==> src/rtl/cordic_pkg.sv <==
// cordic_pkg: shared constants and types for the folded twiddle rotator.
//   - DW / ITER / KW / IW : data width, iteration count, twiddle index width,
//                           iteration counter width
//   - ANGLE_STEP          : one twiddle step (360/256 deg) in 1/256-degree units
//   - ANGLE_90            : 90 degrees in 1/256-degree units
//   - ATAN_TABLE          : atan(2^-i) in 1/256-degree units, i = 0..15
//   - state_e             : sequencer FSM states
package cordic_pkg;

  localparam int DW   = 16;
  localparam int ITER = 16;
  localparam int KW   = 7;
  localparam int IW   = 4;

  localparam logic signed [DW-1:0] ANGLE_STEP = 16'sd360;
  localparam logic signed [DW-1:0] ANGLE_90   = 16'sd23040;

  localparam logic signed [DW-1:0] ATAN_TABLE [ITER] = '{
    16'sd11520, 16'sd6801, 16'sd3593, 16'sd1824,
    16'sd915,   16'sd458,  16'sd229,  16'sd115,
    16'sd57,    16'sd29,   16'sd14,   16'sd7,
    16'sd4,     16'sd2,    16'sd1,    16'sd0
  };

  typedef enum logic [1:0] {
    ST_IDLE = 2'd0,
    ST_ROT  = 2'd1,
    ST_DONE = 2'd2
  } state_e;

  function automatic logic signed [DW-1:0] atan_lut(input logic [IW-1:0] idx);
    return ATAN_TABLE[idx];
  endfunction

endpackage

==> src/rtl/cordic_iter.sv <==
// cordic_iter: one combinational CORDIC rotation-mode iteration.
//   x_i, y_i, z_i : current vector and residual angle (signed, DW bits)
//   index_i       : iteration number, used as the shift amount
//   rota_i        : atan(2^-index) for this iteration
//   x_o, y_o, z_o : vector and residual angle after the micro-rotation
// A negative residual angle rotates clockwise, otherwise counter-clockwise.
// Both vector updates use the incoming x/y; all arithmetic wraps at DW bits.
module cordic_iter
  import cordic_pkg::*;
(
  input  logic signed [DW-1:0] x_i,
  input  logic signed [DW-1:0] y_i,
  input  logic signed [DW-1:0] z_i,
  input  logic        [IW-1:0] index_i,
  input  logic signed [DW-1:0] rota_i,
  output logic signed [DW-1:0] x_o,
  output logic signed [DW-1:0] y_o,
  output logic signed [DW-1:0] z_o
);

  logic signed [DW-1:0] x_sh;
  logic signed [DW-1:0] y_sh;

  assign x_sh = x_i >>> index_i;
  assign y_sh = y_i >>> index_i;

  always_comb begin
    x_o = x_i;
    y_o = y_i;
    z_o = z_i;
    if (z_i[DW-1]) begin
      x_o = x_i + y_sh;
      y_o = y_i - x_sh;
      z_o = z_i + rota_i;
    end else begin
      x_o = x_i - y_sh;
      y_o = y_i + x_sh;
      z_o = z_i - rota_i;
    end
  end

endmodule

==> src/rtl/cordic_twiddle_seq.sv <==
// cordic_twiddle_seq: folded twiddle rotator for the 256-point FFT.
// Accepts one complex sample plus twiddle index k, rotates it by -360*k/256
// degrees using one CORDIC cell stepped over 16 clocks, and returns the
// result (scaled by the CORDIC gain, uncompensated).
//   clk, rst_n          : clock, asynchronous active-low reset
//   in_valid / in_ready : input handshake
//   in_real, in_img     : signed input sample (|v| <= 9000)
//   in_k                : twiddle index 0..127
//   out_valid/out_ready : output handshake
//   out_real, out_img   : rotated sample, held while out_valid is high
//   busy                : high while rotating or holding a result
//   dbg_state           : current FSM state, for observation only
//
// Handshake: a transfer happens on a rising edge where valid and ready are
// both high. in_ready and out_valid are decoded purely from the state
// register; a producer holds its data steady until the transfer occurs.
module cordic_twiddle_seq
  import cordic_pkg::*;
(
  input  logic                 clk,
  input  logic                 rst_n,
  input  logic                 in_valid,
  output logic                 in_ready,
  input  logic signed [DW-1:0] in_real,
  input  logic signed [DW-1:0] in_img,
  input  logic        [KW-1:0] in_k,
  output logic                 out_valid,
  input  logic                 out_ready,
  output logic signed [DW-1:0] out_real,
  output logic signed [DW-1:0] out_img,
  output logic                 busy,
  output state_e               dbg_state
);

  localparam logic [IW-1:0] ITER_LAST = IW'(ITER - 1);

  state_e               state_q;
  logic        [IW-1:0] iter_q;
  logic signed [DW-1:0] x_q, y_q, z_q;
  logic signed [DW-1:0] out_real_q, out_img_q;

  // Next-state values produced by the iteration cell.
  logic signed [DW-1:0] x_d, y_d, z_d;

  // Load values after quadrant pre-rotation.
  logic signed [DW-1:0] x_load, y_load, z_load;
  logic        [DW-1:0] k_low;

  // Indices 64..127 get a fixed -90 degree swap first, so the residual angle
  // only has to cover (-90, 0] degrees, well inside CORDIC convergence.
  // The residual index is k mod 64 in both halves.
  assign k_low = {{(DW-KW+1){1'b0}}, in_k[KW-2:0]};

  always_comb begin
    z_load = $signed(DW'(0) - (k_low * ANGLE_STEP));
    if (in_k[KW-1]) begin
      x_load = in_img;
      y_load = -in_real;
    end else begin
      x_load = in_real;
      y_load = in_img;
    end
  end

  cordic_iter u_iter (
    .x_i     (x_q),
    .y_i     (y_q),
    .z_i     (z_q),
    .index_i (iter_q),
    .rota_i  (atan_lut(iter_q)),
    .x_o     (x_d),
    .y_o     (y_d),
    .z_o     (z_d)
  );

  always_ff @(posedge clk or negedge rst_n) begin
    if (!rst_n) begin
      state_q    <= ST_IDLE;
      iter_q     <= '0;
      x_q        <= '0;
      y_q        <= '0;
      z_q        <= '0;
      out_real_q <= '0;
      out_img_q  <= '0;
    end else begin
      case (state_q)
        ST_IDLE: begin
          if (in_valid) begin
            x_q     <= x_load;
            y_q     <= y_load;
            z_q     <= z_load;
            iter_q  <= '0;
            state_q <= ST_ROT;
          end
        end
        ST_ROT: begin
          x_q    <= x_d;
          y_q    <= y_d;
          z_q    <= z_d;
          iter_q <= iter_q + 1'b1;
          // Last iteration: capture the result straight from the cell.
          if (iter_q == ITER_LAST) begin
            out_real_q <= x_d;
            out_img_q  <= y_d;
            state_q    <= ST_DONE;
          end
        end
        ST_DONE: begin
          if (out_ready) state_q <= ST_IDLE;
        end
        default: state_q <= ST_IDLE;
      endcase
    end
  end

  assign in_ready  = (state_q == ST_IDLE);
  assign out_valid = (state_q == ST_DONE);
  assign busy      = (state_q != ST_IDLE);
  assign out_real  = out_real_q;
  assign out_img   = out_img_q;
  assign dbg_state = state_q;

endmodule
==> config.mk <==
export PLATFORM = sky130hd
export DESIGN_NAME = cordic_twiddle_seq
export DESIGN_NICKNAME = d
export VERILOG_FILES = /design/src/rtl/cordic_pkg.sv /design/src/rtl/cordic_iter.sv /design/src/rtl/cordic_twiddle_seq.sv
export SDC_FILE = /design/constraint.sdc
export NUM_CORES = 1
export LEC_CHECK = 0
export ABC_AREA = 1
export CORE_MARGIN = 4
export CORE_UTILIZATION = 40
export DETAILED_ROUTE_END_ITERATION = 10
export GPL_TIMING_DRIVEN = 0
export PLACE_DENSITY_LB_ADDON = 0.25
export SLEW_MARGIN = 20
export SYNTH_ARGS = -nofsm -noshare
export SYNTH_HDL_FRONTEND = slang
export SYNTH_HIERARCHICAL = 1
export SYNTH_SLANG_ARGS = --single-unit
==> constraint.sdc <==
create_clock -name clk -period 7.3 [get_ports clk]
set_input_delay 1.825 -clock clk [delete_from_list [all_inputs] [get_ports clk]]
set_output_delay 1.825 -clock clk [all_outputs]
set_load 0.01 [all_outputs]
After elaboration in Yosys (flattened, before gate mapping):

Memories as Yosys holds them, arrays and structs flattened.
Cells that the tools add are included.

* register bits after elaboration: 86
* memory bits (read-only): 256
* input port bits: 43
* output and inout bits: 37
* logic and storage cells: 53
* memories kept: 1

Memory list
* (no name shown): depth 16, width 16, rd ports 1, clocked after Yosys merged registers in 0, write ports 0, line cordic_pkg.sv:32 `return ATAN_TABLE[idx];`

* add/sub/neg operators: 9
* multipliers: 1
* $lt $le $gt $ge: 1
* eq/ne operators: 6
* shifts and indexed selects: 2
* multiplexer cells: 19
* bitwise gates (word level): 1
* reductions and logical operators: 6

Operators with widths (number)
* $mux W16: 10
* $pmux W16 S2: 3
* $add A16 B16 Y16: 3
* $sub A16 B16 Y16: 3
* $sshr A16 B4 Y16: 2
* $neg A16 Y16: 1
* $sub A1 B15 Y16 const A: 1
* $mul A6 B6 Y12 const B: 1
* $pmux W4 S2: 1
* $mux W2: 3
* $pmux W2 S3: 1
* $ge A5 B5 Y1 const B: 1
* $not A4 Y5: 1
* $add A4 B1 Y4 const B: 1
* $eq A4 B4 Y1 const B: 1
* $mux W4: 1
* $ne A2 B2 Y1 const B: 2
* $reduce_and A2 Y1: 2
* $reduce_bool A2 Y1: 2
* $reduce_and A3 Y1: 1
* $eq A2 B1 Y1 const B: 1
* $eq A2 B2 Y1 const B: 1
* $logic_not A2 Y1: 1
* $ne A2 B1 Y1 const B: 1

Depth between registers and ports, before layout:

Gate-level depths: netlist of the first run.

* word-level depth: 7
* gate-level depth with buffers: 31
* depth with buffers taken out: 29

Cells and area by module:

The synthesis of the first run kept the hierarchy.

By module, submodules not included
* cordic_twiddle_seq: instances 1, cells an instance 735, area an instance 5467.7 um^2, sequential area each 2152.1 um^2
* cordic_iter: instances 1, cells an instance 840, area an instance 4631.9 um^2, sequential area each 0.0 um^2

Least setup slack after synthesis of the first run:

Ideal clock, no wire load.

* path kind: input-to-reg
* start point: input in_k[2]
* end point: register z_q[14]
* library setup time: 0.116 ns
* data arrival time: 4.401 ns
* data required time: 7.184 ns
* setup slack: 2.783 ns
* stages: 20
* path buffers: 0
* cell sequence: ha_1 ha_1 inv_1 fa_1 inv_1 ha_1 inv_1 fa_1 inv_1 nand2_1 nand2_1 nand3_1 nor2_2 inv_1 nor2_1 nand3_1 nand2_1 nand3_1 nand2_1 nand2_1

* cells in the longest elaborated chain, start to end: 4

RTL lines
* start, declared: line cordic_twiddle_seq.sv:26 `input logic [KW-1:0] in_k,`
* $mul A6 B6 Y12: line cordic_twiddle_seq.sv:55 `z_load = $signed(DW'(0) - (k_low * ANGLE_STEP));`
* $sub A1 B15 Y16: line cordic_twiddle_seq.sv:55
* $mux W16: line cordic_twiddle_seq.sv:88 `if (in_valid) begin`
* $pmux W16 S2: line cordic_twiddle_seq.sv:86 `case (state_q)`
* end signal, assigned: line cordic_twiddle_seq.sv:91 `z_q <= z_load;`
* end signal, assigned: line cordic_twiddle_seq.sv:99 `z_q <= z_d;`
* end, declared: line cordic_twiddle_seq.sv:39 `logic signed [DW-1:0] x_q, y_q, z_q;`

No other way between the ends. The select of a mux whose other input is x is not followed.
A chain may end at the register's enable or synchronous reset.

Worst setup path after layout of the first run:

* start point: input in_k[4]
* end point: register z_q[14]

The elaborated chain is that of the path after synthesis.

==> results of run 1 <==
-- per-stage QoR --
step / hold WS (ns) / util / setup slack, ns / area, um2
final: 0.4773 / 0.4739 / 2.356 / 11660
after global routing: 0.5004 / 0.4739 / 2.026 / 11660
after CTS: 0.4838 / 0.4739 / 2.334 / 11660
after detailed placement: 0.4652 / 0.4607 / 1.957 / 11340
after global placement: 0.4607 / 0.4595 / 1.004 / 11310
after floorplan: 0.4553 / - / 2.783 / 10110
-- worst max-delay path, cell delays in order --
cell             delay (ns)
clkdlybuf4s50_1        0.47
ha_1                   0.35
ha_1                   0.30
inv_1                  0.05
fa_1                   0.44
inv_1                  0.06
ha_1                   0.18
inv_1                  0.06
fa_1                   0.39
inv_1                  0.09
nand2_1                0.06
nand2_1                0.12
nand3_1                0.09
nor2_2                 0.13
inv_1                  0.07
nor2_1                 0.14
nand3_1                0.08
nand2_1                0.06
nand3_1                0.08
nand2_1                0.09
nand2_1                0.04
-- final timing paths --
kind | endpoint | cells after the start | from
setup reg to reg | x_q[11]$_DFFE_PN0P_ | 23 | iter_q[0]$_DFFE_PN0P_
min in group asynchronous | out_real[8]$_DFFE_PN0P_ | 1 | rst_n
hold reg to reg | out_real[10]$_DFFE_PN0P_ | 2 | out_real[10]$_DFFE_PN0P_
max in group asynchronous | z_q[4]$_DFFE_PN0P_ | 2 | rst_n
hold / removal | out_real[10]$_DFFE_PN0P_ | 2 | out_real[10]$_DFFE_PN0P_
setup / recovery | z_q[14]$_DFFE_PN0P_ | 21 | in_k[4]
-- final cells by class --
type | instances | share of cell area
Sequential cell | 86 | 0.1846
Clock inverter | 5 | 0.006975
Clock buffer | 11 | 0.02082
Buffer | 62 | 0.03133
Timing Repair Buffer | 80 | 0.07029
Inverter | 151 | 0.04904
Multi-Input combinational cell | 1279 | 0.6022
Tap cell | 324 | 0.03477
-- flip-flops by register name, indices dropped and copies added, names as in the netlist --
name / count
dbg_state: 2
iter_q: 4
out_img: 16
out_real: 16
x_q: 16
y_q: 16
z_q: 16
-- per-layer routing --
metal | vias up | track usage | share of wire
li1 | 5355 | - | -
met1 | 4892 | 0.3100 | 0.44
met2 | 329 | 0.4100 | 0.48
met3 | 62 | 0.02939 | 0.055
met4 | 0 | 0.07649 | 0.032
met5 | - | 0 | 0
-- kinds of logic after synthesis --
| family | Yosys count |
|---|---|
| flops | 86 |
| simple gates | 894 |
| other cells | 1 |
| compound gates | 206 |
| xor+xnor | 86 |
| mux | 1 |
| buf+inv | 213 |
| fa+ha+maj | 88 |
-- synthesized netlist by cell type (all sizes together), types with 4 or more instances --
master  number  share of area
a31oi        8         0.0050
dfrtp       86           0.21
o221ai       8         0.0069
a211oi       5         0.0037
ha          79          0.098
a21oi       75          0.037
inv        150          0.056
nor3        32          0.017
nand2      501           0.19
o211ai       5         0.0037
nand3b       5         0.0037
o21ai       76          0.038
nand4        9         0.0056
fa           9          0.018
nand3      202           0.10
a21boi       4         0.0030
clkbuf      16         0.0059
a22oi        4         0.0030
or2          5         0.0031
o31ai        4         0.0030
nor2       137          0.057
xnor2       27          0.023
xor2        59          0.051
buf         46          0.030
==> summary.txt, run 1 <==
STA
  • RSZ-0062 raised after global routing: false
  • Worst slew pin tran: approximately 0.76 ns
  • Final Hold Viols: 0
  • Slew HR: 0.4953
  • Peak Freq: slightly above 200 MHz
  • Period utilisation layout: 0.6772
  • Fin Setup TNS: 0 ns
  • Final setup viols: 0
  • Layout Skew: between 0.009 and 0.01 ns
  • Tmin final: roughly 4.9 ns
  • Final-report max-slew violation count: 0

Yosys
  • Ys async rst share: 1.000
  • Synth Area in Compound Gates: 0.1168
  • Post-Synth Simple-Gate Area: 0.3857
  • Synth Area in XOR/XNOR: 0.07458
  • Avg Synthesized Cell Area: about 6.4 um2
  • EDFF count, synth: 0
  • Post-synthesis mux area share: 0.0009911
  • Register area share after synthesis: 0.2131
  • Post-Synth Adder-Cell Area: 0.1157
  • Synth unique cells: 53
  • Main synth FF type: dfrtp_1
  • Synth Instances: around 1,600
  • Mapped Area: 10,100 um2
  • Register bit count reported by yosys: 86
  • Syn. warnings: 6
  • Main combinational cell family by area after synthesis: simple AND/OR/NAND/NOR gates

Cells and area
  • N_diodes: 0
  • Most frequent cells in the layout: nand2_1 (478), nand3_1 (196), inv_1 (143)
  • Final layout net count: 1,800
  • Area added between synthesis and finish: 15.45%
  • Final non-filler cell total: around 2,000
  • Commonest non-fill, non-tap cell in the layout: nand2_1
  • Fraction of layout cells with a size suffix above 1: 0.07288
  • Multi-input logic area: ~7000 um2
  • Fillers: roughly 2,600
  • Register area: approximately 2200 um2

Global routing
  • Largest net degree at the start of global routing: 74
  • Grt total ovfl: 0
  • Total track usage: 0.2377
  • Vias in the first global route: 10,130
  • Initial antenna violation count: 0
  • First-pass GRT wire length: 53,450 um

Route
  • Routed Antenna Nets: 0
  • WL final: 34,020 um
  • Router iterations before antenna repair: 5
  • Via Count: approximately 11,000
  • Starting DRT DRC Count: approximately 700
  • Wire per inst: 17.02 um
  • Residual DRC: 0
  • Vias per cell: approximately 5.3

Run status
  • Status: finished clean

Clock tree
  • Clock root cell: clkbuf_16
  • Hold buffers post-CTS: 0
  • Post_cts resized: 0
  • Number of buffers created by CTS: 9
  • CTS Buffer Depth: 2
  • Worst-skew pair later-pin latency: 0.35 ns
  • TritonCTS sink count: 86
  • Clk slew on worst S/H paths: approximately 0.070 ns
  • CTS tree: built
  • Post-CTS setup repair buffer count: 0
  • H-Tree Depth: 3

Setup path
  • Worst path required time: between 7 and 8 ns
  • Worst Setup Start Kind: input pin
  • Register-to-register setup slack: 2.64 ns
  • Worst setup EP type: flip-flop
  • Worst EP arrival: ~5.2 ns
  • Critical path fanouts, max: 3
  • Crit Path Category: in2reg

Placed design
  • Routability Congestion: 0.9764
  • Post-DP HPWL: approximately 28,000 um
  • Cells after DPL: 1,982
  • Port bufs: 79

Floorplan
  • Initial Utilization: 0.4105
  • # IOs: 80
  • Die area: 27,860 um2
  • Core area: about 25,000 um2
  • Chip Width: 166.9 um
  • FP Rows: 57
  • DIE HEIGHT: between 150 and 200 um

Flow run
  • Max cap viols: 0

Hold path
  • Tightest Hold Check Type: reg2reg
Power of run 1 is not shown: default switching activity piles up to over one toggle a cycle in this logic, so the estimate is an artifact.
==> run 2, diff against run 1 <==
==> constraint.sdc (replaced) <==
create_clock -name clk -period 4.8 [get_ports clk]
set_input_delay 1.2 -clock clk [delete_from_list [all_inputs] [get_ports clk]]
set_output_delay 1.2 -clock clk [all_outputs]
set_load 0.01 [all_outputs]
==> summary.txt, run 2 (synthesis gave the netlist of run 1 again) <==
Floorplan
  • DIE HEIGHT: around 170 um
  • # IOs: 80
  • Chip Width: around 170 um
  • Initial Utilization: 0.4105
  • FP Rows: 57
  • Die area: 27,860 um2
  • Core area: 24,600 um2

Clock tree
  • Worst-skew pair later-pin latency: 0.35 ns
  • Hold buffers post-CTS: 0
  • TritonCTS sink count: 86
  • Post-CTS setup repair buffer count: 0
  • Number of buffers created by CTS: 9
  • Clock root cell: clkbuf_16
  • CTS Buffer Depth: 2
  • Post_cts resized: 0
  • Clk slew on worst S/H paths: about 0.07 ns
  • H-Tree Depth: 3
  • CTS tree: built

Cells and area
  • Commonest non-fill, non-tap cell in the layout: nand2_1
  • Final layout net count: ~1,800
  • N_diodes: 0
  • Fillers: 2,605
  • Final Util: 0.4740
  • Register area: roughly 2200 um2
  • Fraction of layout cells with a size suffix above 1: 0.07348
  • Post-route design area: ~12,000 um2
  • Most frequent cells in the layout: nand2_1 (478), nand3_1 (196), inv_1 (143)
  • Area added between synthesis and finish: 15.49%
  • Multi-input logic area: between 7000 and 8000 um2

Global routing
  • Met1 Track Usage GR: 0.3100
  • Met3 usage: 0.02939
  • Initial antenna violation count: 0
  • GRT busiest layer: met2
  • Met2 Use GR: 0.4100
  • Grt total ovfl: 0
  • Vias in the first global route: roughly 10,000
  • Total track usage: 0.2377
  • Largest net degree at the start of global routing: between 70 and 80
  • First-pass GRT wire length: between 50,000 and 60,000 um

Setup path
  • Crit-path cells: buf_6 -> buf_2 -> nand2_1 -> nand3_1 -> nand3_1 -> nand2_1 -> nand2_1 -> nand2_2 -> inv_2 -> ha_1 -> nand2_2 -> o21ai_0 -> xnor2_1 -> inv_1 -> ha_1 -> a21oi_1 -> a21boi_2 -> o21ai_0 -> a31oi_1 -> o21ai_0 -> xor2_1 -> a21oi_1 -> o21ai_0
  • Critical path buffer and inverter count: 4
  • CP most frequent cell: o21ai_0
  • Critical path's slowest cell: dfrtp_1
  • Crit path depth: 23
  • Crit Path Category: reg2reg
  • Critical path fanouts, max: 10
  • CP peak stage delay: 0.47 ns
  • Worst path required time: roughly 5 ns
  • Worst EP arrival: between 4 and 5 ns
  • Worst Setup Start Kind: flip-flop
  • Reg2reg path depth: 23
  • Cell family with most CP delay: compound AO/OA/AOI/OAI gates
  • Worst setup EP type: flip-flop

Placed design
  • Post-DP HPWL: roughly 28,000 um
  • Port bufs: 79
  • Routability Congestion: about 0.98
  • Placed cell areas: between 10,000 and 15,000 um2

STA
  • Peak Freq: 221.9 MHz
  • Final setup viols: 0
  • Final Hold Viols: 0
  • Final-report max-slew violation count: 0
  • Tmin final: around 4.5 ns
  • Worst slew pin tran: 0.7573 ns
  • Hold_ws: around 0.48 ns
  • Period utilisation layout: 0.9390
  • Layout Skew: 0.01135 ns
  • Slew HR: 0.4952

Route
  • Starting DRT DRC Count: around 750
  • WL final: around 34,000 um
  • Residual DRC: 0
  • Routed Antenna Nets: 0
  • Via Count: around 11,000
  • Wire per inst: ~17 um
  • Vias per cell: 5.341
  • Router iterations before antenna repair: 7

Flow run
  • Max cap viols: 0

Hold path
  • Tightest Hold Check Type: reg2reg
  • Hold path depth: 2

Run status
  • Status: finished clean
==> run 2: metrics by stage <==
step	cells	setup slack, ns	setup TNS [ns]
2_1_floorplan	1578	0.9076	0
3_3_place_gp	1981	-0.8709	-73.39
3_5_place_dp	1982	0.08247	0
4_1_cts	1998	0.1891	0
5_1_grt	1998	-0.008004	-0.008004
6_report	1998	0.2930	0
==> run 2: final cells by class <==
| class | instances | share of cell area |
|---|---|---|
| repair buffers | 80 | 0.07026 |
| multi-input cells | 1279 | 0.6023 |
| flip-flops and latches | 86 | 0.1845 |
| plain buffers | 62 | 0.03132 |
| well taps | 324 | 0.03476 |
| clock inverters | 5 | 0.006973 |
| clock buffers | 11 | 0.02081 |
| inverters | 151 | 0.04902 |
==> run 2: final timing paths <==
check,start,endpoint,slack [ns]
setup / recovery,iter_q[0]$_DFFE_PN0P_,x_q[11]$_DFFE_PN0P_,0.29
hold / removal,out_real[10]$_DFFE_PN0P_,out_real[10]$_DFFE_PN0P_,0.48
setup reg to reg,iter_q[0]$_DFFE_PN0P_,x_q[11]$_DFFE_PN0P_,0.29
hold reg to reg,out_real[10]$_DFFE_PN0P_,out_real[10]$_DFFE_PN0P_,0.48
max in group asynchronous,rst_n,z_q[4]$_DFFE_PN0P_,3.52
min in group asynchronous,rst_n,out_real[8]$_DFFE_PN0P_,0.66
==> run 2: worst register-to-register path: stages (launching register included) <==
cell	delay (ns)
dfrtp_1	0.47
buf_6	0.20
buf_2	0.25
nand2_1	0.11
nand3_1	0.12
nand3_1	0.08
nand2_1	0.10
nand2_1	0.06
nand2_2	0.17
inv_2	0.05
ha_1	0.21
nand2_2	0.10
o21ai_0	0.10
xnor2_1	0.35
inv_1	0.09
ha_1	0.36
a21oi_1	0.08
a21boi_2	0.18
o21ai_0	0.39
a31oi_1	0.21
o21ai_0	0.23
xor2_1	0.28
a21oi_1	0.10
o21ai_0	0.15
==> run 2: routing by layer <==
layer / vias up / share of wire
li1: 5354 / -
met1: 4917 / 0.44
met2: 345 / 0.48
met3: 55 / 0.055
met4: 0 / 0.031
met5: - / 0
Power of run 2 is left out for the same reason.
==> run 3, diff against run 2 <==
--- a/config.mk
+++ b/config.mk
@@ -6,7 +6,6 @@
 export NUM_CORES = 1
 export LEC_CHECK = 0
 export ABC_AREA = 1
-export CORE_MARGIN = 4
 export CORE_UTILIZATION = 40
 export DETAILED_ROUTE_END_ITERATION = 10
 export GPL_TIMING_DRIVEN = 0
==> summary.txt, run 3 (synthesis gave the netlist of run 1 again) <==
Cells and area
  • Multi-input logic area: about 7000 um2
  • Area added between synthesis and finish: 15.15%
  • Register area: approximately 2200 um2
  • Final Util: 0.4740
  • Final layout net count: between 1,500 and 2,000
  • Fraction of layout cells with a size suffix above 1: 0.07348
  • N_diodes: 0
  • Most frequent cells in the layout: nand2_1 (478), nand3_1 (196), inv_1 (143)
  • Fillers: 2,593
  • Commonest non-fill, non-tap cell in the layout: nand2_1

Setup path
  • Critical path's slowest cell: clkbuf_1
  • Crit Path Category: reg2reg
  • Worst setup EP type: flip-flop
  • Critical path fanouts, max: 10
  • Cell family with most CP delay: compound AO/OA/AOI/OAI gates
  • Crit-path cells: buf_2 -> clkbuf_1 -> nand3_1 -> nand2_1 -> nand2_1 -> nand2_2 -> inv_2 -> ha_1 -> nand2_2 -> o21ai_0 -> xnor2_1 -> inv_1 -> ha_1 -> a21oi_1 -> a21boi_1 -> o21ai_0 -> a31oi_1 -> o21ai_0 -> xor2_1 -> a21oi_1 -> o21ai_0
  • CP most frequent cell: o21ai_0
  • Worst EP arrival: 4.76 ns
  • Reg2reg path depth: 21
  • CP peak stage delay: between 0.5 and 0.6 ns
  • Worst path required time: approximately 5.1 ns
  • Crit path depth: 21
  • Critical path buffer and inverter count: 4
  • Worst Setup Start Kind: flip-flop

Route
  • Via Count: between 10,000 and 15,000
  • Residual DRC: 0
  • WL final: 34,610 um
  • Routed Antenna Nets: 0
  • Starting DRT DRC Count: slightly above 700
  • Wire per inst: 17.32 um
  • Vias per cell: around 5.4
  • Router iterations before antenna repair: 5

Placed design
  • Routability Congestion: ~0.98
  • Port bufs: between 70 and 80
  • Post-DP HPWL: between 20,000 and 30,000 um

Clock tree
  • Clk slew on worst S/H paths: around 0.07 ns
  • Number of buffers created by CTS: 9
  • CTS Buffer Depth: 2
  • Worst-skew pair later-pin latency: roughly 0.36 ns
  • CTS tree: built
  • TritonCTS sink count: 86
  • H-Tree Depth: 3
  • Clock root cell: clkbuf_16

STA
  • Layout Skew: roughly 0.0090 ns
  • Final setup viols: 0
  • Tmin final: between 4 and 5 ns
  • RSZ-0062 raised after global routing: false
  • Final Hold Viols: 0
  • Final-report max-slew violation count: 0
  • Period utilisation layout: 0.9351
  • Slew HR: 0.5200
  • Worst slew pin tran: about 0.7 ns
  • Peak Freq: between 200 and 250 MHz

Global routing
  • Grt total ovfl: 0
  • Largest net degree at the start of global routing: between 70 and 80
  • Total track usage: 0.2725
  • Vias in the first global route: just over 10,000
  • Initial antenna violation count: 0
  • First-pass GRT wire length: 54,750 um

Floorplan
  • # IOs: 80
  • Die area: roughly 26,000 um2
  • FP Rows: between 50 and 60
  • Core area: ~25,000 um2
  • Initial Utilization: 0.4117
  • DIE HEIGHT: about 160 um
  • Chip Width: 160.9 um

Hold path
  • Hold path depth: 2
  • Tightest Hold Check Type: reg2reg

Flow run
  • Max cap viols: 0

Run status
  • Status: finished clean
run 3: repair_timing:
item,CTS,global route
gates resized for setup,0,2
setup endpoints to repair,0,5
hold buffers,0,0
buffers inserted,0,0
run 3: final timing paths:
kind / startpoint / end / slack [ns]
worst max-delay path: iter_q[2]$_DFFE_PN0P_ / x_q[11]$_DFFE_PN0P_ / 0.31
worst min-delay path: out_real[13]$_DFFE_PN0P_ / out_real[13]$_DFFE_PN0P_ / 0.48
worst max register to register: iter_q[2]$_DFFE_PN0P_ / x_q[11]$_DFFE_PN0P_ / 0.31
worst min register to register: out_real[13]$_DFFE_PN0P_ / out_real[13]$_DFFE_PN0P_ / 0.48
max in group asynchronous: rst_n / out_img[13]$_DFFE_PN0P_ / 3.53
min in group asynchronous: rst_n / out_real[9]$_DFFE_PN0P_ / 0.65
run 3: worst register-to-register path, cell delays in order, from the launching register on:
cell	delay, ns
dfrtp_1	0.35
buf_2	0.25
clkbuf_1	0.53
nand3_1	0.16
nand2_1	0.13
nand2_1	0.09
nand2_2	0.15
inv_2	0.05
ha_1	0.22
nand2_2	0.10
o21ai_0	0.10
xnor2_1	0.20
inv_1	0.09
ha_1	0.36
a21oi_1	0.08
a21boi_1	0.16
o21ai_0	0.39
a31oi_1	0.18
o21ai_0	0.25
xor2_1	0.30
a21oi_1	0.12
o21ai_0	0.15
run 3: metrics by stage:
step           instance area, um2  setup slack, ns  hold slack [ns]  setup TNS (ns)  std cells
2_1_floorplan               10110           0.9076           0.4553               0       1578
3_3_place_gp                11310          -0.7974           0.4606          -67.35       1981
3_5_place_dp                11340          0.08147           0.4660               0       1982
4_1_cts                     11630           0.3175           0.4851               0       1998
5_1_grt                     11630         0.002070           0.5074               0       1998
6_report                    11630           0.3116           0.4805               0       1998
run 3: routing by layer:
metal | routed length, um | up-vias | global-route usage
li1 | - | 5351 | -
met1 | 15050 | 5048 | 0.3463
met2 | 16430 | 349 | 0.4653
met3 | 1796 | 69 | 0.03228
met4 | 1334 | 0 | 0.1145
met5 | 0 | - | 0
run 3: cell type report:
| class | count | area share |
|---|---|---|
| well taps | 324 | 0.03486 |
| clock buffers | 11 | 0.02173 |
| repair buffers | 80 | 0.07047 |
| plain buffers | 62 | 0.03141 |
| clock inverters | 5 | 0.003550 |
| inverters | 151 | 0.04917 |
| flip-flops and latches | 86 | 0.1850 |
| multi-input cells | 1279 | 0.6038 |
Power of run 3 is left out for the same reason.
